===== config.mk =====
export PLATFORM = sky130hd
export DESIGN_NAME = serial_subtractor
export DESIGN_NICKNAME = d
export VERILOG_FILES = /design/src/rtl/serial_subtractor_pkg.sv /design/src/rtl/full_subtractor.sv /design/src/rtl/serial_subtractor.sv
export SDC_FILE = /design/constraint.sdc
export NUM_CORES = 1
export LEC_CHECK = 0
export CORE_MARGIN = 4
export CORE_UTILIZATION = 39
export DETAILED_ROUTE_END_ITERATION = 16
export GPL_ROUTABILITY_DRIVEN = 0
export GPL_TIMING_DRIVEN = 0
export PLACE_DENSITY_LB_ADDON = 0.12
export SLEW_MARGIN = 20
export SYNTH_ARGS = -nofsm -noshare
export SYNTH_HDL_FRONTEND = slang
export SYNTH_SLANG_ARGS = --single-unit

===== constraint.sdc =====
create_clock -name clk -period 1.88 [get_ports clk]
set_input_delay 0.282 -clock clk [delete_from_list [all_inputs] [get_ports clk]]
set_output_delay 0.282 -clock clk [all_outputs]
set_load 0.02 [all_outputs]

===== src/rtl/serial_subtractor_pkg.sv =====
// Shared definitions for the bit-serial subtractor: FSM state encodings and
// the default operand width.
package serial_subtractor_pkg;

  localparam int DEFAULT_WIDTH = 5;
  localparam int MIN_WIDTH     = 2;
  localparam int MAX_WIDTH     = 16;

  typedef enum logic [1:0] {
    ST_IDLE  = 2'd0,
    ST_SHIFT = 2'd1,
    ST_DONE  = 2'd2
  } state_t;

  // Counter wide enough to hold WIDTH itself, so the last-bit index never wraps.
  function automatic int cnt_width(input int width);
    return $clog2(width) + 1;
  endfunction

endpackage


===== src/rtl/full_subtractor.sv =====
// One-bit full subtractor cell: d = x - y - bin, with borrow out bo.
module full_subtractor (
  input  logic x,
  input  logic y,
  input  logic bin,
  output logic d,
  output logic bo
);

  assign d  = x ^ y ^ bin;
  assign bo = (~x & y) | (~(x ^ y) & bin);

endmodule


===== src/rtl/serial_subtractor.sv =====
// Bit-serial unsigned subtractor: one full-subtractor cell plus a borrow flop
// computes {bout, diff} = a - b over WIDTH cycles, LSB first.
module serial_subtractor
  import serial_subtractor_pkg::*;
#(
  parameter int WIDTH = DEFAULT_WIDTH
) (
  input  logic             clk,
  input  logic             rst,
  input  logic             start,
  input  logic [WIDTH-1:0] a,
  input  logic [WIDTH-1:0] b,
  output logic             ready,
  output logic             done,
  output logic [WIDTH-1:0] diff,
  output logic             bout
);

  localparam int             CW       = cnt_width(WIDTH);
  localparam logic [CW-1:0]  LAST_BIT = CW'(WIDTH - 1);

  if (WIDTH < MIN_WIDTH || WIDTH > MAX_WIDTH) begin : g_width_check
    $error("serial_subtractor: WIDTH out of range 2..16");
  end

  state_t           state;
  state_t           state_next;
  logic [WIDTH-1:0] a_sh;
  logic [WIDTH-1:0] b_sh;
  logic [WIDTH-1:0] work;
  logic [CW-1:0]    cnt;
  logic             br;
  logic             bit_d;
  logic             bit_bo;
  logic             accept;
  logic             last_bit;

  full_subtractor u_cell (
    .x   (a_sh[0]),
    .y   (b_sh[0]),
    .bin (br),
    .d   (bit_d),
    .bo  (bit_bo)
  );

  assign accept   = ready & start;
  assign last_bit = (cnt == LAST_BIT);

  // NOTE: every output of this block gets a default before the case statement;
  // a path that leaves one unassigned would infer a latch.
  always_comb begin
    state_next = state;
    ready      = 1'b0;
    done       = 1'b0;
    case (state)
      ST_IDLE: begin
        ready = 1'b1;
        if (start) state_next = ST_SHIFT;
      end
      ST_SHIFT: begin
        if (last_bit) state_next = ST_DONE;
      end
      ST_DONE: begin
        ready      = 1'b1;
        done       = 1'b1;
        state_next = start ? ST_SHIFT : ST_IDLE;
      end
      default: state_next = ST_IDLE;
    endcase
  end

  // NOTE: sequential state uses non-blocking assignments so every flop samples
  // the pre-edge values regardless of statement order.
  always_ff @(posedge clk or posedge rst) begin
    if (rst) state <= ST_IDLE;
    else     state <= state_next;
  end

  // NOTE: the operand shift registers are plain flops, not a memory, so they
  // are cleared on reset along with everything else; an aborted operation
  // leaves no stale bits behind.
  always_ff @(posedge clk or posedge rst) begin
    if (rst) begin
      a_sh <= '0;
      b_sh <= '0;
      work <= '0;
      cnt  <= '0;
      br   <= 1'b0;
      diff <= '0;
      bout <= 1'b0;
    end else if (accept) begin
      a_sh <= a;
      b_sh <= b;
      work <= '0;
      cnt  <= '0;
      br   <= 1'b0;
    end else if (state == ST_SHIFT) begin
      a_sh <= a_sh >> 1;
      b_sh <= b_sh >> 1;
      work <= {bit_d, work[WIDTH-1:1]};
      br   <= bit_bo;
      cnt  <= cnt + 1'b1;
      // Visible result only changes on the final bit, so diff stays stable
      // for the whole operation and after done drops.
      if (last_bit) begin
        diff <= {bit_d, work[WIDTH-1:1]};
        bout <= bit_bo;
      end
    end
  end

endmodule


== Yosys cells after proc, flatten, opt, wreduce, memory -nomap -nowiden ==
Cells that the tools add are included.
Operators by class
  equality and inequality tests: 5
  reduce and logical (&&, ||, !) cells: 5
  add/sub/neg operators: 1
  mux-type cells: 16
  bitwise operators: 9
Operator list (count)
  $mux W5: 6
  $mux W4: 2
  $pmux W2 S3: 1
  $mux W1: 5
  $add A4 B1 Y4 const B: 1
  $eq A4 B3 Y1 const B: 1
  $mux W2: 2
  $ne A2 B2 Y1 const B: 2
  $and A1 B1 Y1: 3
  $not A1 Y1: 3
  $reduce_and A3 Y1: 1
  $eq A2 B1 Y1 const B: 1
  $eq A2 B2 Y1 const B: 1
  $logic_not A2 Y1: 1
  $reduce_and A2 Y1: 1
  $reduce_bool A2 Y1: 1
  $reduce_or A2 Y1: 1
  $xor A1 B1 Y1: 2
  $or A1 B1 Y1: 1
Storage, ports and cells
  output and inout port bits: 8
  bits of input ports: 13
  word-level logic and storage cells: 44
  flip-flop bits (word level): 28

== Depth between registers and ports, before layout ==
Gate-level depths: netlist (run 1).
  depth after elaboration: 6
  mapped depth: 6

== Modules after synthesis ==
A second synthesis (run 1) with hierarchy kept.
Second synthesis, totals
  cells, all modules: 98
  area, all modules: 1156.1 sq um
Modules (own cells, without submodules)
  serial_subtractor: times used 1, cells an instance 94, area an instance 1124.8 sq um, sequential area each 675.6 sq um
  full_subtractor: times used 1, cells an instance 4, area an instance 31.3 sq um, sequential area each 0.0 sq um

== Least setup slack after synthesis (run 1) ==
No wires, ideal clock.
  path type: register -> register
  start point: register cnt[0]
  end point: register diff[0]
  library setup time: 0.125 ns
  slack: 0.452 ns
  arrival time: 1.303 ns
  stages on the path, launching flop included: 7
  required time: 1.755 ns
  period minus slack after synthesis: 1.428 ns
  path through: dfrtp_1 -> inv_1 -> ha_1 -> and3b_1 -> and2_4 -> buf_6 -> mux2_2
Between the ends
  word-level cells in the longest chain between the ends: 2
Ends and longest elaborated chain
  start: declaration: line serial_subtractor.sv:31  | logic [CW-1:0] cnt;
  start signal: assignment: line serial_subtractor.sv:102  | cnt <= cnt + 1'b1;
  $eq A4 B3 Y1: line serial_subtractor.sv:47  | assign last_bit = (cnt == LAST_BIT);
  $reduce_and A3 Y1 (no source line)
  end signal: assignment: line serial_subtractor.sv:106  | diff <= {bit_d, work[WIDTH-1:1]};
  end: declaration: line serial_subtractor.sv:15  | output logic [WIDTH-1:0] diff,
Every way passes these cells.
A chain may end at the register's enable or synchronous reset.

== Final worst setup path (run 1) ==
  start point: register state[0]
  end point: output ready
Between the ends
  word-level cells in the longest chain between the ends: 3
Ends and longest elaborated chain
  start: declaration: line serial_subtractor.sv:26  | state_t state;
  start signal: assignment: line serial_subtractor.sv:76  | else state <= state_next;
  $eq A2 B2 Y1 / $logic_not A2 Y1 (equally long branches): line serial_subtractor.sv:55  | case (state)
  $reduce_or A2 Y1 (no source line) *
  $mux W1 *: line serial_subtractor.sv:55
  end: declaration: line serial_subtractor.sv:13  | output logic ready,
Every way passes the cells marked *; elsewhere a longest branch is shown, timed or not.

==> impl_metrics.toml, run 1 <==
[sta]
setup_violations = 0
slew_headroom = 0.3654
worst_slew_pin_slew_ps = 946.1
setup_ws_ps = 137.4
slew_viol_final = 0
finClkSkew_ps = 8.097
timing.final.crit_share = 0.9269
min_period_ps = 1743
setup_tns_ps = 0
max_freq_mhz = 573.9
rsz0062_at_grt = "no"
hold_violations = 0

[route]
dr_total_vias = 793
drc_errors = 0
drt-initial-drc-count = 36
drtAntennaViolNets = 0
wirelength_mm = 2.176
wl_per_cell_um = 14.32
via_per_inst = 5.217
drtPass1Iterations = 4

[floorplanning]
ios = 21
start_util = 0.4139
die_w_um = 62.57
core_area_um2 = 2805
die_h_um = 62.57
die-area_um2 = 3914
fp-row-count = 19

[global_routing]
overflow = 0
grt_use_total = 0.1195
grt_pass1_wl_mm = 3.753
grt_max_degree = 28
antenna_found_initial = 0
grt_pass1_vias = 838

[critical_path]
start_kind = "flop"
endpoint = "ready"
worstSetupEndpointType = "primary output"
cp.required_ps = 1600
reg2reg_to = "diff[2]"
worstRegToRegCells = 6
cp_max_fo = 7
reg2reg_from = "cnt[0]"
path_class = "reg -> out"
cp-startpoint = "state[0]"
reg2reg_slack_ps = 340
crit_arrival_ps = 1460

[clocking]
cts_setup_buffers = 0
htree_levels = 1
cts_max_path_buffers = 2
postCtsHoldBufs = 0
clock-sinks = 27
clk_pin_slew_ps = 150
clock-root-buffer = "clkbuf_4"
cts_buffers = 3
tritoncts = "built"
clk_latency_ps = 320

[flow_run]
maxCapViolCount = 0

[synthesis]
ys_warn_count = 0
synthCells = 97
synth-seq-cells = 27
ys_seq_area_frac = 0.5819
ys_types = 27
synth_area_um2 = 1161
syn_nets = 113
syn_area_per_cell_um2 = 11.97

[worst_hold_path]
hold_class = "in -> async"

[cells_and_area]
area_growth_pct = 23.38
layout.nets = 138
drive_gt1_frac = 0.1157
antenna_cells = 0

[placement]
dp_hpwl_mm = 1.506
io_buffers = 20
place_ws_ps = 210.9

[power]
powerDensity_nw_per_um2 = 1613
p_leak_nw = 0.6802
vdd_drop_max_mv = 0.6503

[run_status]
status = "completed"
[cell usage after synthesis, drive strengths merged]
master	count	area [µm²]
dfrtp	27	675.7
nand3	9	45.04
nand2	8	30.03
a22o	7	61.31
a22oi	7	52.55
inv	6	22.52
mux2	5	56.30
buf	3	27.52
clkbuf	3	11.26
nor2b	3	26.27
o21ai	3	15.01
a21oi	2	10.01
ha	2	25.02
a221o	1	10.01
and2	1	8.760
and3b	1	8.760
fa	1	20.02
mux2i	1	10.01
nand2b	1	6.260
nand3b	1	7.510
nand4	1	6.260
nor2	1	3.750
nor3	1	5.000
o2bb2ai	1	8.760
or2b	1	7.510
[worst min-delay path by stage]
stage,cells after the start,startpoint,to
floorplan,1,rst,a_sh[0]
global placement,1,cnt[3],cnt[3]
detailed placement,1,br,br
CTS,2,rst,diff[0]
global route,2,rst,diff[1]
finish,2,rst,diff[1]
[worst max-delay path, cell delays in order (launching register included)]
cell	delay, ps
dfrtp_1	470
inv_1	70
clkdlybuf4s50_1	600
[layout by cell type (no fill, tap or decap), types with 2 or more instances in the layout]
cell type / n
dfrtp_1: 27
clkdlybuf4s50_1: 19
nand3_1: 9
nand2_1: 8
a22o_1: 7
a22oi_1: 7
mux2_2: 5
inv_1: 5
clkbuf_1: 3
o21ai_0: 3
clkbuf_4: 3
nor2b_1: 2
buf_6: 2
a21oi_1: 2
ha_1: 2
[repair_timing]
item | CTS | global route
gates resized for setup | 0 | 1
endpoints found under the setup margin | 0 | 1
endpoints found under the hold margin | 0 | 0
[kinds of logic (layout without fill, tap and decap cells)]
kind of cell	count (synthesis)	after routing	share of synthesized area
AOI/OAI and AO/OA	21	21	0.1358
adders and majority gates	3	3	0.03879
buffers and inverters	12	36	0.05279
DFF	27	27	0.5819
muxes	6	6	0.05711
and+or+nand+nor	28	28	0.1336
[cell type report]
cell class	instances	area, µm²
buffer	6	38.79
clock buffer	3	22.52
clock inverter	1	7.507
fill	257	1373
inverter	6	22.52
multi-input combinational	58	424.2
sequential	27	675.6
tap	31	38.79
timing repair buffer	20	202.7
[state kept, by name (all words and copies together), names as in the netlist]
name / cells
cnt: 4
work: 4
a_sh: 5
diff: 5
bout: 1
b_sh: 5
state: 2
br: 1
[metal layers]
layer | vias up | track usage | share of wire
li1 | 391 | - | -
met1 | 386 | 0.1530 | 0.50
met2 | 14 | 0.1891 | 0.45
met3 | 2 | 0.02878 | 0.043
met4 | 0 | 0.05785 | 0.0078
met5 | - | 0 | 0
[per-stage QoR]
| stage | instance area [µm²] | power (mW) | utilization | hold slack, ps | std cells |
|---|---|---|---|---|---|
| 2_1_floorplan | 1161 | 1.720 | - | 334.7 | 97 |
| 3_3_place_gp | 1400 | 2.063 | 0.4991 | 462.2 | 148 |
| 3_5_place_dp | 1400 | 2.086 | 0.4991 | 473.8 | 148 |
| 4_1_cts | 1430 | 2.344 | 0.5098 | 506.4 | 152 |
| 5_1_grt | 1433 | 2.513 | 0.5107 | 372.5 | 152 |
| 6_report | 1433 | 2.311 | 0.5107 | 333.8 | 152 |
[power breakdown]
group,internal [mW],switching [mW],leakage (nW)
clock network,0.0812,0.172,0.0139
registers,0.838,0.173,0.339
logic,0.522,0.525,0.327
total,1.44,0.870,0.680
No activity file was read; power rests on OpenSTA's default activity.
==> run 2, diff against run 1 <==
Settings changed: DONT_BUFFER_PORTS from default to 1, GPL_ROUTABILITY_DRIVEN 0 to default.
==> run 2 against run 1 <==
First-iteration DRC count down 25%; combinational power down 24%; via count down 8.3%; non-clock buffer count down 19; highest routed layer unchanged; maximum frequency up 14%; register-to-register slack about the same; cell area down 14%.
==> impl_metrics.toml, run 2 (synthesis results as in run 1) <==
[run_status]
status = "completed"

[clocking]
cts_setup_buffers = 0
cts_buffers = 3
clk_latency_ps = 320
clock-root-buffer = "clkbuf_4"
tritoncts = "built"
clk_pin_slew_ps = 150
htree_levels = 1
postCtsHoldBufs = 0
clock-sinks = 27
cts_max_path_buffers = 2
post_cts_resized = 0

[route]
dr_total_vias = 727
drtAntennaViolNets = 0
drtPass1Iterations = 4
drt-initial-drc-count = 27
wirelength_mm = 2.133
wl_per_cell_um = 16.04
drc_errors = 0
via_per_inst = 5.466

[cells_and_area]
nFillCells = 274
antenna_cells = 0
drive_gt1_frac = 0.1471
layout.nets = 119
final_common_cell = "dfrtp_1"
area_growth_pct = 6.574
top_regs = "a_sh (5), b_sh (5), diff (5)"
mostFrequentLayoutCells = "dfrtp_1, nand3_1, nand2_1"

[critical_path]
path_cells = "inv_1 -> ha_1 -> and3b_1 -> and2_4 -> buf_6 -> mux2_2"
path_class = "reg -> reg"
worstSetupEndpointType = "flop"
slowest_stage = "dfrtp_1"
critPathMaxStageDelay_ps = 450
cp_max_fo = 7
critPathTopFamily = "flip-flops"
critPathBufInv = 2
start_kind = "flop"
crit_arrival_ps = 1760
cp.required_ps = 2110

[sta]
setup_tns_ps = 0
setup_violations = 0
finClkSkew_ps = 6.283
timing.final.crit_share = 0.8141
max_freq_mhz = 653.4
worst_slew_pin_slew_ps = 586.6
slew_viol_final = 0
hold_violations = 0
rsz0062_at_grt = "no"
slew_headroom = 0.6075
min_period_ps = 1531

[global_routing]
grt_pass1_vias = 759
grt_max_degree = 28
grt_pass1_wl_mm = 3.657
overflow = 0
antenna_found_initial = 0
grt_use_total = 0.1185

[power]
seqPwrFrac = 0.509
powerDensity_nw_per_um2 = 1730
internal_power_mw = 1.297
p_leak_nw = 0.5952
p_total_mw = 2.141
switchingPower_uw = 844.6
power_frac_comb = 0.374
swShare = 0.3944
clkPwrFrac = 0.117
vdd_drop_max_mv = 0.6279

[floorplanning]
fp-row-count = 19
core_area_um2 = 2805
die_w_um = 62.57
die-area_um2 = 3914
ios = 21
die_h_um = 62.57
start_util = 0.4139

[placement]
gp_congestion = 0.7118
io_buffers = 0
dp_hpwl_mm = 1.443

[flow_run]
maxCapViolCount = 0

[worst_hold_path]
hold_class = "in -> reg"
run 2: cell types whose count changed in the layout (fill, tap and decap cells not counted), sizes merged:
cell	delta
clkinvlp	-1
dlygate4sd3	+1
dlymetal6s2s	-1
inv	+1
clkdlybuf4s50	-19
run 2: final cells by class:
cell class	count	area [µm²]	share of cell area
sequential	27	675.6	0.5460
multi-input combinational	58	424.2	0.3428
buffer	6	38.79	0.03134
tap	31	38.79	0.03134
clock buffer	3	22.52	0.01820
inverter	6	22.52	0.01820
timing repair buffer	1	10.01	0.008089
clock inverter	1	5.005	0.004044
run 2: stage by stage:
stage / hold WS, ps / worst slack [ps] / area [µm²] / cells / util
2_1_floorplan: 334.7 / 452.0 / 1161 / 97 / -
3_3_place_gp: 426.6 / 347.2 / 1200 / 128 / 0.4277
3_5_place_dp: 428.9 / 357.7 / 1200 / 128 / 0.4277
4_1_cts: 76.19 / 332.9 / 1227 / 132 / 0.4376
5_1_grt: 71.82 / 274.8 / 1237 / 133 / 0.4411
6_report: 90.39 / 349.5 / 1237 / 133 / 0.4411
run 2: power groups by stage:
stage,sequential [mW],clock (mW),combinational (mW)
detailed placement,1.11,0,0.809
floorplan,1.06,0,0.659
global placement,1.11,0,0.795
global route,1.13,0.292,0.922
CTS,1.10,0.264,0.816
finish,1.09,0.251,0.800
run 2: worst reg2reg max path, delay by kind of cell (launching register included):
| family | cells | cell delay [ps] |
|---|---|---|
| multiplexers | 1 | 330 |
| flip-flops | 1 | 450 |
| AND/OR/NAND/NOR | 2 | 340 |
| adder cells (fa/ha/maj) | 1 | 130 |
| buffers and inverters | 2 | 200 |
run 2: worst paths after layout:
path	from	slack, ps	cells after the start	to
worst min register to register	cnt[3]	480	1	cnt[3]
worst min-delay path	b[3]	90	2	b_sh[3]
min in group asynchronous	rst	440	2	diff[1]
worst max register to register	cnt[0]	350	6	diff[0]
worst max-delay path	cnt[0]	350	6	diff[0]
max in group asynchronous	rst	1070	2	cnt[1]
run 2: routing by layer:
layer | vias to the layer above | wire length [µm] | track usage
met4 | 0 | 17 | 0.05785
met5 | - | 0 | 0
met3 | 2 | 93 | 0.02698
met2 | 13 | 961 | 0.1771
met1 | 362 | 1062 | 0.1615
li1 | 350 | - | -
==> run 3, diff against run 2 <==
Clock period 1.88 ns to 1.5 ns, I/O delays scaled along.
==> run 3 against run 2 <==
Critical path depth shrank 1; worst hold slack lost 57 ps; critical path type unchanged; power grew 27%; maximum frequency grew 8.5%; clock skew is essentially flat; clock power grew 25%; clock-buffer cell count is the same; setup slack lost 260 ps.
==> impl_metrics.toml, run 3 (synthesis results as in run 1) <==
[run_status]
status = "completed"

[route]
dr_total_vias = 742
drtAntennaViolNets = 0
drc_errors = 0
wirelength_mm = 2.153
wl_per_cell_um = 16.07
via_per_inst = 5.537
drt-initial-drc-count = 27
drtPass1Iterations = 4

[cells_and_area]
regArea_um2 = 676.9
nFillCells = 268
multi_input_area_um2 = 427.9
final_common_cell = "dfrtp_1"
mostFrequentLayoutCells = "dfrtp_1, nand3_1, nand2_1"
final_cells = 134
top_regs = "a_sh (5), b_sh (5), diff (5)"
layout.nets = 120
drive_gt1_frac = 0.1942
area_growth_pct = 7.436
final_core_util = 0.4447
antenna_cells = 0
fin_area_um2 = 1247

[global_routing]
antenna_found_initial = 0
grt_max_degree = 28
grt_pass1_wl_mm = 3.663
grt_use_total = 0.1189
grt_pass1_vias = 761
overflow = 0

[critical_path]
cp.required_ps = 1730
path_cells = "inv_1 -> ha_1 -> and3b_2 -> and2_4 -> mux2_2"
cp_max_fo = 7
critPathTopFamily = "flip-flops"
critPathBufInv = 1
crit_arrival_ps = 1640
slowest_stage = "dfrtp_1"
worstSetupEndpointType = "flop"
path_class = "reg -> reg"
critPathMaxStageDelay_ps = 410
start_kind = "flop"

[floorplanning]
core_area_um2 = 2805
ios = 21
fp-row-count = 19
die_w_um = 62.57
die_h_um = 62.57
start_util = 0.4139
die-area_um2 = 3914

[sta]
worst_slew_pin_slew_ps = 553.5
min_period_ps = 1411
setup_violations = 0
rsz0062_at_grt = "no"
setup_ws_ps = 89.38
hold_violations = 0
finClkSkew_ps = 6.657
timing.final.crit_share = 0.9404
max_freq_mhz = 708.9
slew_headroom = 0.6304
slew_viol_final = 0

[flow_run]
maxCapViolCount = 0

[clocking]
clock-sinks = 27
cts_max_path_buffers = 2
clock-root-buffer = "clkbuf_4"
htree_levels = 1
cts_buffers = 3
tritoncts = "built"
clk_pin_slew_ps = 150
clk_latency_ps = 320

[placement]
dpl.cell_count = 128
dp_hpwl_mm = 1.443
io_buffers = 0
place_ws_ps = -22.29
gp_congestion = 0.7118
placed_area_um2 = 1200

[power]
p_total_mw = 2.722
vdd_drop_max_mv = 0.7790
powerDensity_nw_per_um2 = 2182
p_leak_nw = 0.6009

[worst_hold_path]
hold_class = "in -> reg"
## run 3: area by class of cell
class,instances,share of cell area
clock buffer,3,0.01805
multi-input combinational,58,0.3430
inverter,6,0.01805
clock inverter,1,0.004012
tap,31,0.03109
buffer,5,0.02307
timing repair buffer,3,0.02006
sequential,27,0.5426
## run 3: worst paths after layout
path | startpoint | endpoint | slack, ps | cells past startpoint
setup / recovery | cnt[0] | diff[0] | 90 | 5
hold / removal | b[3] | b_sh[3] | 30 | 2
setup reg to reg | cnt[0] | diff[0] | 90 | 5
hold reg to reg | cnt[3] | cnt[3] | 480 | 1
max in group asynchronous | rst | state[0] | 720 | 2
min in group asynchronous | rst | diff[1] | 380 | 2
## run 3: report_power, final
group	switching (mW)	total (mW)	internal (mW)
Combinational	0.553	1.06	0.503
Sequential	0.300	1.35	1.05
Clock	0.214	0.314	0.0999
## run 3: per-stage QoR
step	TNS, ps	hold WS (ps)
floorplan	0	277.7
global placement	-153.5	369.6
detailed placement	-100.8	371.9
CTS	0	19.19
global route	0	14.82
finish	0	33.67
## run 3: routing by layer
layer | part of all wire | GRT usage | vias to the layer above
li1 | - | - | 353
met1 | 0.50 | 0.1604 | 374
met2 | 0.45 | 0.1798 | 13
met3 | 0.044 | 0.02698 | 2
met4 | 0.0079 | 0.05785 | 0
met5 | 0 | 0 | -
## run 3: repair_timing
item / 4_1_cts / 5_1_grt
setup endpoints to repair: 5 / 21
hold buffers: 0 / 1
hold endpoints to repair: 0 / 27
resized for setup: 0 / 5
setup buffers: 2 / 0
